===== src/rtl/fixed_point_dot_product_controller_if.sv =====
// Handshake and data bundle for the fixed-point dot-product controller.
// The slave side is the controller; the master side is the job/operand source.
interface fixed_point_dot_product_controller_if #(
   parameter int p_INPUT_WIDTH = 4,
   parameter int p_LEN_WIDTH   = 4
);
   localparam int ACC_W = 2 * p_INPUT_WIDTH + p_LEN_WIDTH;

   logic                     i_START;
   logic [p_LEN_WIDTH-1:0]   i_LENGTH;
   logic                     i_ABORT;
   logic [p_INPUT_WIDTH-1:0] i_A;
   logic [p_INPUT_WIDTH-1:0] i_B;
   logic                     i_VALID;
   logic                     o_READY;
   logic                     o_BUSY;
   logic [ACC_W-1:0]         o_RESULT;
   logic                     o_RESULT_VALID;
   logic                     i_RESULT_READY;

   modport slave (
      input  i_START, i_LENGTH, i_ABORT, i_A, i_B, i_VALID, i_RESULT_READY,
      output o_READY, o_BUSY, o_RESULT, o_RESULT_VALID
   );

   modport master (
      output i_START, i_LENGTH, i_ABORT, i_A, i_B, i_VALID, i_RESULT_READY,
      input  o_READY, o_BUSY, o_RESULT, o_RESULT_VALID
   );
endinterface


===== src/rtl/fixed_point_dot_product_controller.sv =====
// Signed dot product of a streamed vector of operand pairs: a multiply stage
// feeding a wrapping accumulator, sequenced by an IDLE/RUN/DRAIN/DONE FSM.
module fixed_point_dot_product_controller #(
   parameter int p_INPUT_WIDTH = 4,
   parameter int p_LEN_WIDTH   = 4
) (
   input logic i_CLK,
   input logic i_RESET_N,
   fixed_point_dot_product_controller_if.slave bus
);
   localparam int PROD_W = 2 * p_INPUT_WIDTH;
   localparam int ACC_W  = 2 * p_INPUT_WIDTH + p_LEN_WIDTH;
   localparam logic [p_LEN_WIDTH-1:0] LenZero = {p_LEN_WIDTH{1'b0}};
   localparam logic [p_LEN_WIDTH-1:0] LenOne  = {{(p_LEN_WIDTH-1){1'b0}}, 1'b1};

   typedef enum logic [1:0] {
      S_IDLE  = 2'd0,
      S_RUN   = 2'd1,
      S_DRAIN = 2'd2,
      S_DONE  = 2'd3
   } state_e;

   state_e                    state_q, state_d;
   logic [p_LEN_WIDTH-1:0]    count_q, count_d;
   logic [PROD_W-1:0]         prod_q, prod_d;
   logic                      prod_vld_q, prod_vld_d;
   logic [ACC_W-1:0]          acc_q, acc_d;
   logic                      handshake_s;
   logic signed [PROD_W-1:0]  a_ext_s, b_ext_s, mult_s;

   assign a_ext_s = {{p_INPUT_WIDTH{bus.i_A[p_INPUT_WIDTH-1]}}, bus.i_A};
   assign b_ext_s = {{p_INPUT_WIDTH{bus.i_B[p_INPUT_WIDTH-1]}}, bus.i_B};
   assign mult_s  = a_ext_s * b_ext_s;

   // An abort in the same cycle as a valid pair wins, so that pair never enters the pipeline.
   assign handshake_s = (state_q == S_RUN) & bus.i_VALID & ~bus.i_ABORT;

   assign bus.o_READY        = (state_q == S_RUN);
   assign bus.o_BUSY         = (state_q != S_IDLE);
   assign bus.o_RESULT_VALID = (state_q == S_DONE);
   assign bus.o_RESULT       = acc_q;

   // Next-state, pipeline and accumulator update.
   always_comb begin
      state_d    = state_q;
      count_d    = count_q;
      prod_d     = prod_q;
      prod_vld_d = 1'b0;
      if (prod_vld_q) begin
         acc_d = acc_q + {{p_LEN_WIDTH{prod_q[PROD_W-1]}}, prod_q};
      end else begin
         acc_d = acc_q;
      end

      case (state_q)
         S_IDLE: begin
            if (bus.i_START) begin
               count_d = bus.i_LENGTH;
               acc_d   = {ACC_W{1'b0}};
               state_d = (bus.i_LENGTH == LenZero) ? S_DONE : S_RUN;
            end else begin
               state_d = S_IDLE;
            end
         end
         S_RUN: begin
            if (bus.i_ABORT) begin
               state_d = S_IDLE;
            end else if (handshake_s) begin
               prod_d     = mult_s;
               prod_vld_d = 1'b1;
               count_d    = count_q - LenOne;
               state_d    = (count_q == LenOne) ? S_DRAIN : S_RUN;
            end else begin
               state_d = S_RUN;
            end
         end
         S_DRAIN: begin
            state_d = bus.i_ABORT ? S_IDLE : S_DONE;
         end
         S_DONE: begin
            if (bus.i_ABORT || bus.i_RESULT_READY) begin
               state_d = S_IDLE;
            end else begin
               state_d = S_DONE;
            end
         end
         default: begin
            state_d = S_IDLE;
         end
      endcase
   end

   // State, count, product and accumulator registers.
   always_ff @(posedge i_CLK or negedge i_RESET_N) begin
      if (!i_RESET_N) begin
         state_q    <= S_IDLE;
         count_q    <= {p_LEN_WIDTH{1'b0}};
         prod_q     <= {PROD_W{1'b0}};
         prod_vld_q <= 1'b0;
         acc_q      <= {ACC_W{1'b0}};
      end else begin
         state_q    <= state_d;
         count_q    <= count_d;
         prod_q     <= prod_d;
         prod_vld_q <= prod_vld_d;
         acc_q      <= acc_d;
      end
   end
endmodule


===== src/flat_wrapper.sv =====
// flat-port wrapper written by rule: the top's interface ports become plain ports
module fixed_point_dot_product_controller_flat 
#(
   parameter int p_INPUT_WIDTH = 4,
   parameter int p_LEN_WIDTH   = 4
)
  (i_CLK, i_RESET_N, bus_i_START, bus_i_LENGTH, bus_i_ABORT, bus_i_A, bus_i_B, bus_i_VALID, bus_i_RESULT_READY, bus_o_READY, bus_o_BUSY, bus_o_RESULT, bus_o_RESULT_VALID);
  fixed_point_dot_product_controller_if #(.p_INPUT_WIDTH(p_INPUT_WIDTH), .p_LEN_WIDTH(p_LEN_WIDTH)) bus_i ();
  input logic i_CLK;
  input logic i_RESET_N;
  input wire logic [$bits(bus_i.i_START)-1:0] bus_i_START;
  input wire logic [$bits(bus_i.i_LENGTH)-1:0] bus_i_LENGTH;
  input wire logic [$bits(bus_i.i_ABORT)-1:0] bus_i_ABORT;
  input wire logic [$bits(bus_i.i_A)-1:0] bus_i_A;
  input wire logic [$bits(bus_i.i_B)-1:0] bus_i_B;
  input wire logic [$bits(bus_i.i_VALID)-1:0] bus_i_VALID;
  input wire logic [$bits(bus_i.i_RESULT_READY)-1:0] bus_i_RESULT_READY;
  output wire logic [$bits(bus_i.o_READY)-1:0] bus_o_READY;
  output wire logic [$bits(bus_i.o_BUSY)-1:0] bus_o_BUSY;
  output wire logic [$bits(bus_i.o_RESULT)-1:0] bus_o_RESULT;
  output wire logic [$bits(bus_i.o_RESULT_VALID)-1:0] bus_o_RESULT_VALID;
  assign bus_i.i_START = bus_i_START;
  assign bus_i.i_LENGTH = bus_i_LENGTH;
  assign bus_i.i_ABORT = bus_i_ABORT;
  assign bus_i.i_A = bus_i_A;
  assign bus_i.i_B = bus_i_B;
  assign bus_i.i_VALID = bus_i_VALID;
  assign bus_i.i_RESULT_READY = bus_i_RESULT_READY;
  assign bus_o_READY = bus_i.o_READY;
  assign bus_o_BUSY = bus_i.o_BUSY;
  assign bus_o_RESULT = bus_i.o_RESULT;
  assign bus_o_RESULT_VALID = bus_i.o_RESULT_VALID;
  fixed_point_dot_product_controller #(.p_INPUT_WIDTH(p_INPUT_WIDTH), .p_LEN_WIDTH(p_LEN_WIDTH)) u_core (.i_CLK(i_CLK), .i_RESET_N(i_RESET_N), .bus(bus_i));
endmodule

===== config.mk =====
export PLATFORM = sky130hd
export DESIGN_NAME = fixed_point_dot_product_controller_flat
export DESIGN_NICKNAME = d
export VERILOG_FILES = /design/src/rtl/fixed_point_dot_product_controller_if.sv /design/src/rtl/fixed_point_dot_product_controller.sv /design/src/flat_wrapper.sv
export SDC_FILE = /design/constraint.sdc
export NUM_CORES = 1
export LEC_CHECK = 0
export CORE_UTILIZATION = 40
export DETAILED_ROUTE_END_ITERATION = 8
export GPL_ROUTABILITY_DRIVEN = 0
export SLEW_MARGIN = 20
export SYNTH_ARGS = -nofsm -noshare
export SYNTH_HDL_FRONTEND = slang
export SYNTH_SLANG_ARGS = --single-unit

===== constraint.sdc =====
create_clock -name i_CLK -period 2.3 [get_ports i_CLK]
set_clock_uncertainty 0.15 [all_clocks]
set_input_delay 0.46 -clock i_CLK [delete_from_list [all_inputs] [get_ports i_CLK]]
set_output_delay 0.46 -clock i_CLK [all_outputs]
set_load 0.005 [all_outputs]

Word-level counts from Yosys, hierarchy flattened
Cells that the tools add are included.
{ "totals": {"ff_bits": 27, "latchBits": 0, "ram_bits": 0, "mem_bits_ro": 0, "elab_cells": 43, "n_memories": 0} }
{ "op_classes": {"addsub": 2, "multipliers": 1, "div_mod_pow": 0, "order_cmp": 0, "n_eq_ne": 7, "shifts": 0, "mux": 18, "bitwise": 3, "n_reduce_logical": 7} }
{ "ops": {"columns": ["op", "count"], "rows": [
  ["$mux W12", 3],
  ["$mux W2", 7],
  ["$add A12 B12 Y12", 1],
  ["$mux W4", 3],
  ["$mul A4 B4 Y8", 1],
  ["$pmux W2 S4", 1],
  ["$pmux W4 S2", 1],
  ["$eq A2 B2 Y1 const B", 2],
  ["$eq A4 B1 Y1 const B", 1],
  ["$logic_not A4 Y1", 1],
  ["$ne A2 B2 Y1 const B", 2],
  ["$reduce_and A4 Y1", 1],
  ["$reduce_bool A2 Y1", 2],
  ["$sub A4 B1 Y4 const B", 1],
  ["$mux W1", 3],
  ["$reduce_and A3 Y1", 1],
  ["$and A1 B1 Y1", 2],
  ["$eq A2 B1 Y1 const B", 1],
  ["$logic_not A2 Y1", 1],
  ["$ne A2 B1 Y1 const B", 1],
  ["$logic_or A1 B1 Y1", 1],
  ["$not A1 Y1", 1]
]} }

Longest topological paths before layout
Gate-level depths: netlist of run 1.
{ "depth": {"word_depth": 6, "mapped_depth": 14} }

Worst setup path before layout of run 1
Ideal clock, no wire load.
{ "synth_path": {"kind": "input to register", "startpoint": "in bus_i_A[0]", "endpoint": "reg u_core.prod_q[7]", "arrival_ns": 3.130, "setup_slack_ns": -1.116, "stages": 13, "n_path_buf": 0, "cell_sequence": "nand2b_1 fa_1 fa_1 fa_1 inv_1 ha_1 inv_1 fa_1 inv_1 a21o_1 a21oi_1 xnor2_1 o21ai_0"} }
{ "synth_between": {"elab_chain_len": 1} }
{ "synth_rtl": {"columns": ["item", "line_no", "text"], "rows": [
  ["start, declared", "flat_wrapper.sv:14", "input wire logic [$bits(bus_i.i_A)-1:0] bus_i_A;"],
  ["$mul A4 B4 Y8", "fixed_point_dot_product_controller.sv:33", "assign mult_s = a_ext_s * b_ext_s;"],
  ["end signal, assigned", "fixed_point_dot_product_controller.sv:98", "prod_q <= {PROD_W{1'b0}};"],
  ["end signal, assigned", "fixed_point_dot_product_controller.sv:104", "prod_q <= prod_d;"],
  ["end, declared", "fixed_point_dot_product_controller.sv:25", "logic [PROD_W-1:0] prod_q, prod_d;"]
]} }
No other way between the ends.
A chain may end at the register's enable or synchronous reset.

Final worst setup path of run 1
Ends and elaborated chain as after synthesis.

==> results of run 1 <==
## kinds of logic (layout without fill, tap and decap cells)
group,after synthesis,count (layout),share of synthesized area
DFF,27,27,0.2957
muxes,8,8,0.03505
adders and majority gates,35,35,0.2245
buffers and inverters,35,91,0.06243
xor gates and xnor gates,14,14,0.05367
AOI/OAI and AO/OA,52,52,0.1522
and+or+nand+nor,79,79,0.1763
## power by group through the flow
| stage | logic [µW] | registers (µW) | clock network [µW] |
|---|---|---|---|
| after floorplan | 1140 | 839 | 0 |
| after global placement | 1660 | 868 | 0 |
| after detailed placement | 1690 | 871 | 0 |
| after CTS | 1740 | 861 | 284 |
| after global routing | 2050 | 907 | 299 |
| final | 1830 | 873 | 268 |
## worst register-to-register path, delay by kind of cell, from the launching register on
family | cells | cell delay [ps]
AO/OA/AOI/OAI | 3 | 570
flip-flops | 1 | 420
adder cells (fa/ha/maj) | 1 | 410
AND/OR/NAND/NOR | 2 | 340
multiplexers | 1 | 190
## through the flow
stage	setup TNS [ps]	total power [µW]	util	area [µm²]
after detailed placement	-6495	2557	0.5224	2877
after CTS	-3485	2885	0.5385	2965
after global routing	-3509	3255	0.5494	3025
after floorplan	-3319	1984	-	2327
final	-2978	2975	0.5494	3025
after global placement	-6277	2527	0.5224	2877
## routing by layer
metal	routed length, µm	GRT usage	up-vias
met3	103	0.01882	6
met5	0	0	-
met2	2337	0.2894	32
met1	2112	0.2018	870
li1	-	-	956
met4	73	0.06038	0
## state kept, by name, indices dropped and copies added, names as in the netlist
register	cells
u_core.bus.o_RESULT	12
u_core.prod_q	8
u_core.count_q	4
u_core.state_q	2
u_core.prod_vld_q	1
## worst min path at each step
stage                                 start                          endpoint  slack [ps]  cells after the start
2_1_floorplan                     i_RESET_N  u_core.bus.o_RESULT[0]$_DFF_PN0_          10                      0
6_report       u_core.prod_q[2]$_DFFE_PN0P_      u_core.prod_q[2]$_DFFE_PN0P_         340                      2
3_3_place_gp   u_core.prod_q[3]$_DFFE_PN0P_      u_core.prod_q[3]$_DFFE_PN0P_         320                      2
4_1_cts        u_core.prod_q[2]$_DFFE_PN0P_      u_core.prod_q[2]$_DFFE_PN0P_         350                      2
3_5_place_dp   u_core.prod_q[2]$_DFFE_PN0P_      u_core.prod_q[2]$_DFFE_PN0P_         320                      2
5_1_grt        u_core.prod_q[5]$_DFFE_PN0P_      u_core.prod_q[5]$_DFFE_PN0P_         380                      2
## synthesized netlist by cell type, types with 2 or more instances
| cell type | number |
|---|---|
| nand3_1 | 3 |
| xor2_1 | 7 |
| a21o_1 | 7 |
| nand2b_1 | 3 |
| clkbuf_1 | 3 |
| dfrtp_1 | 27 |
| a31oi_1 | 2 |
| mux2i_1 | 8 |
| o21a_1 | 3 |
| xnor2_1 | 7 |
| a211oi_1 | 2 |
| o21bai_1 | 2 |
| ha_1 | 25 |
| nor3_1 | 5 |
| nand2_1 | 24 |
| fa_1 | 10 |
| nor3b_1 | 3 |
| a21oi_1 | 15 |
| o21ai_0 | 11 |
| inv_1 | 28 |
| nor2_1 | 21 |
| and2_1 | 9 |
| nor2b_1 | 2 |
## cell type report
class                      count  area [µm²]
inverter                      29       108.9
fill                         513        2481
multi-input combinational    188        1592
clock buffer                   4       45.04
sequential                    27       675.6
tap                           72       90.09
timing repair buffer          58       514.2
## timing repair
item,in CTS,in global routing
pin swaps,22,11
resized for setup,26,19
setup endpoints to repair,6,8
buffers inserted,2,1
==> flow_metrics.tcl, run 1 <==
set metrics [dict create \
    root_buffer "clkbuf_8" \
    seq_area_frac_synth 0.2957 \
    die_h_um 77.58 \
    cts_tree "built" \
    p_int_uw 1750 \
    status "finished, violations left" \
    placedCellCount 371 \
    clk_pin_slew_ps 90 \
    ys_async_sr_fraction 1.000 \
    ys.flop_type "dfrtp_1" \
    drv_slew 0 \
    seq_power_share 0.293 \
    drt_iter0_drc 62 \
    cts_buffers 3 \
    p_sw_uw 1225 \
    worstPathMaxFanout 2 \
    overflow 0 \
    setup.worst_path.end "u_core.prod_q[7]$_DFFE_PN0P_" \
    final_common_cell "dfrtp_1" \
    critPathLaunchType "input pin" \
    critPathArrivalTime_ps 3120 \
    hpwl_um 3617 \
    worst_slack_ps -803.4 \
    wire_per_inst_um 12.24 \
    final-setup-viol-count 5 \
    antenna_found_initial 0 \
    yosys_warnings 0 \
    worst_slew_pin_slew_ps 470.2 \
    period_share 1.349 \
    final_cell_mix "27 x dfrtp_1, 25 x inv_1, 25 x clkdlybuf4s50_1" \
    grt_pass1_wl_um 7872 \
    slew_headroom 0.6865 \
    hold_viol_final 0 \
    final_antenna_net_count 0 \
    critPathTopFamily "adder cells" \
    ios 33 \
    h-tree-depth 1 \
    cts.hold.buffers_added 0 \
    vias 1864 \
    synth-edff-count 0 \
    pre_cts_ws_ps -1487 \
    power_frac_comb 0.616 \
    reg2reg_from "u_core.bus.o_RESULT[3]$_DFF_PN0_" \
    violations "setup timing" \
    critPathSlowestCell "fa_1" \
    antenna_cells 0 \
    stdcell_count 378 \
    netlist_top_cells_area "dfrtp_1 30%, ha_1 14%, fa_1 8.8%" \
    crit_top_cell "fa_1" \
    synth.top_cell.area_share 0.2957 \
    r2r_slack_ps 110 \
    critical_path_class "input pin to register" \
    grt_pass1_vias 1825 \
    switching_share 0.4119 \
    clockBufferDepth 2 \
    powerDensity_nw_per_um2 983.3 \
    cpPeakStageDelay_ps 550 \
    area_delta_synth_final_pct 32.42 \
    max_freq_mhz 322.2 \
    yosys_register_bits 27 \
    grt_usage 0.1631 \
    required_ps 2320 \
    p_leak_uw 0.001471 \
    port_buffers 32 \
    worstReg2RegEnd "u_core.bus.o_RESULT[11]$_DFF_PN0_" \
    nets 360 \
    syn_inst 250 \
    rows 27 \
    cts.sinks 27 \
    syn_area_per_cell_um2 9.139 \
    synth.distinct_cells 46 \
    via_per_inst 4.931 \
    wirelength_um 4625 \
    cp.depth 14 \
    cp-end-kind "register" \
    crit_buf_inv 4 \
    rsz0062_at_grt "true" \
    die_w_um 77.58 \
    start_util 0.4149 \
    yosysTopAreaCell "dfrtp_1" \
    period_needed_ps 3103 \
    drc 0 \
    hp-class "register to register" \
    syn_area_um2 2285 \
    crit_chain "buf_6 > nand2b_4 > fa_1 > fa_1 > fa_1 > inv_2 > ha_4 > inv_2 > fa_2 > inv_1 > a21o_1 > a21oi_2 > xnor2_1 > o21ai_1" \
    grt_start_max_net_pins 28 \
    coreArea_um2 5507 \
    timing.reg2reg.worst_path_depth 7 \
    crit_start "bus_i_A[0]" \
    clk_latency_ps 270 \
    layout-drive-gt1-share 0.2157 \
    ir_drop_mv 0.4902 \
    maxCapViolations 0 \
    p_clk_frac 0.090 \
    hold_ws_ps 338.5 \
    first_pass_iters 4 \
    die-area_um2 6018 \
    syn-num-nets 303 \
]
Power figures use the tool's default switching activity.
==> inputs of run 2 (changes only) <==
Clock period 2.3 ns to 2.95 ns, I/O delays scaled along.
==> flow_metrics.tcl, run 2 (same netlist as run 1, synthesis figures left out) <==
set metrics [dict create \
    violations "setup timing" \
    antenna_cells 0 \
    p_sw_uw 909.1 \
    largest_register_ffs 12 \
    min_from "u_core.prod_q[3]$_DFFE_PN0P_" \
    p_leak_uw 0.001432 \
    vias 1857 \
    p_clk_frac 0.097 \
    grt_pass1_wl_um 7962 \
    drv_slew 0 \
    first_pass_iters 4 \
    area_delta_synth_final_pct 28.42 \
    clockBufferDepth 2 \
    r2r_slack_ps 550 \
    worstReg2RegEnd "u_core.bus.o_RESULT[10]$_DFF_PN0_" \
    required_ps 2970 \
    powerDensity_nw_per_um2 753.4 \
    timing.reg2reg.worst_path_depth 9 \
    clk_pin_slew_ps 90 \
    hold_viol_final 0 \
    grt_usage 0.1622 \
    die_h_um 77.58 \
    wire_per_inst_um 12.33 \
    hp-class "register to register" \
    cts.sinks 27 \
    critPathArrivalTime_ps 3410 \
    drt_iter0_drc 65 \
    die_w_um 77.58 \
    cp-end-kind "register" \
    p_total_uw 2211 \
    maxCapViolations 0 \
    drc 0 \
    final_common_cell "dfrtp_1" \
    clk_latency_ps 270 \
    overflow 0 \
    seq_power_share 0.311 \
    max_freq_mhz 294.9 \
    period_needed_ps 3391 \
    critical_path_class "input pin to register" \
    port_buffers 32 \
    via_per_inst 5.005 \
    grt_pass1_vias 1854 \
    antenna_found_initial 0 \
    final_cell_mix "27 x dfrtp_1, 25 x inv_1, 25 x clkdlybuf4s50_1" \
    switching_share 0.4113 \
    ir_drop_mv 0.3373 \
    grt_start_max_net_pins 28 \
    hpwl_um 3523 \
    worstPathMaxFanout 2 \
    slew_headroom 0.5352 \
    layout-drive-gt1-share 0.1839 \
    final_antenna_net_count 0 \
    reg2reg_from "u_core.bus.o_RESULT[0]$_DFF_PN0_" \
    holdPathStages 2 \
    status "finished, violations left" \
    cts.hold.buffers_added 0 \
    start_util 0.4149 \
    period_share 1.150 \
    wirelength_um 4574 \
    coreArea_um2 5507 \
    final-setup-viol-count 4 \
    ios 33 \
    post-route-util 0.5328 \
    final_area_um2 2934 \
    worst_slew_pin_slew_ps 697.2 \
    critPathLaunchType "input pin" \
    rsz0062_at_grt "true" \
    h-tree-depth 1 \
    hold_path_end "u_core.prod_q[3]$_DFFE_PN0P_" \
    p_int_uw 1301 \
    nets 353 \
    power_frac_comb 0.592 \
    cts_buffers 3 \
    die-area_um2 6018 \
    worst_slack_ps -441.4 \
    cts_tree "built" \
    root_buffer "clkbuf_8" \
    placed_area_um2 2814 \
    rows 27 \
]
[run 2: worst max-delay path by stage]
stage	startpoint	endpoint	slack, ps	depth (start not counted)
6_report	bus_i_A[0]	u_core.prod_q[7]$_DFFE_PN0P_	-440	14
5_1_grt	bus_i_A[0]	u_core.prod_q[7]$_DFFE_PN0P_	-560	14
3_5_place_dp	bus_i_A[2]	u_core.prod_q[7]$_DFFE_PN0P_	-1060	14
2_1_floorplan	bus_i_A[0]	u_core.prod_q[7]$_DFFE_PN0P_	-440	13
4_1_cts	bus_i_A[0]	u_core.prod_q[7]$_DFFE_PN0P_	-410	14
3_3_place_gp	bus_i_B[1]	u_core.prod_q[7]$_DFFE_PN0P_	-960	14
[run 2: cell type report]
class,count,area (µm²)
Tap cell,72,90.09
Multi-Input combinational cell,188,1559
Inverter,29,108.9
Sequential cell,27,675.6
Fill cell,524,2572
Clock buffer,4,45.04
Timing Repair Buffer,51,455.4
[run 2: metal layers]
metal	share of wire	global-route usage	vias to the layer above
met2	0.51	0.2903	25
met3	0.017	0.01529	7
li1	-	-	950
met1	0.46	0.2044	875
met5	0	0	-
met4	0.015	0.05094	0
[run 2: critical path, stage by stage]
cell	delay [ps]
buf_6	90
nand2b_4	130
fa_1	570
fa_1	460
fa_2	550
inv_2	40
ha_4	150
inv_2	50
fa_2	200
inv_1	50
a21o_1	180
a21oi_2	140
xnor2_1	130
o21ai_1	80
[run 2: power by group through the flow]
| stage | logic (µW) | registers, µW | clock network (µW) |
|---|---|---|---|
| global placement | 1230 | 696 | 0 |
| finish | 1310 | 688 | 214 |
| CTS | 1280 | 692 | 220 |
| detailed placement | 1260 | 702 | 0 |
| floorplan | 888 | 654 | 0 |
| global route | 1480 | 717 | 231 |
[run 2: repair_timing]
action,CTS,global route
resized for setup,24,21
buffers inserted,2,2
pin swaps,14,11
setup endpoints to repair,5,4
endpoints found under the hold margin,0,0
[run 2: per-stage QoR]
stage | setup TNS (ps) | hold WS (ps) | std cells | setup slack (ps)
2_1_floorplan | -1051 | 144.4 | 250 | -441.7
3_3_place_gp | -3697 | 321.5 | 364 | -959.2
3_5_place_dp | -4037 | 329.8 | 364 | -1056
4_1_cts | -1191 | 352.6 | 370 | -413.3
5_1_grt | -1547 | 373.4 | 371 | -558.5
6_report | -1179 | 338.9 | 371 | -441.4
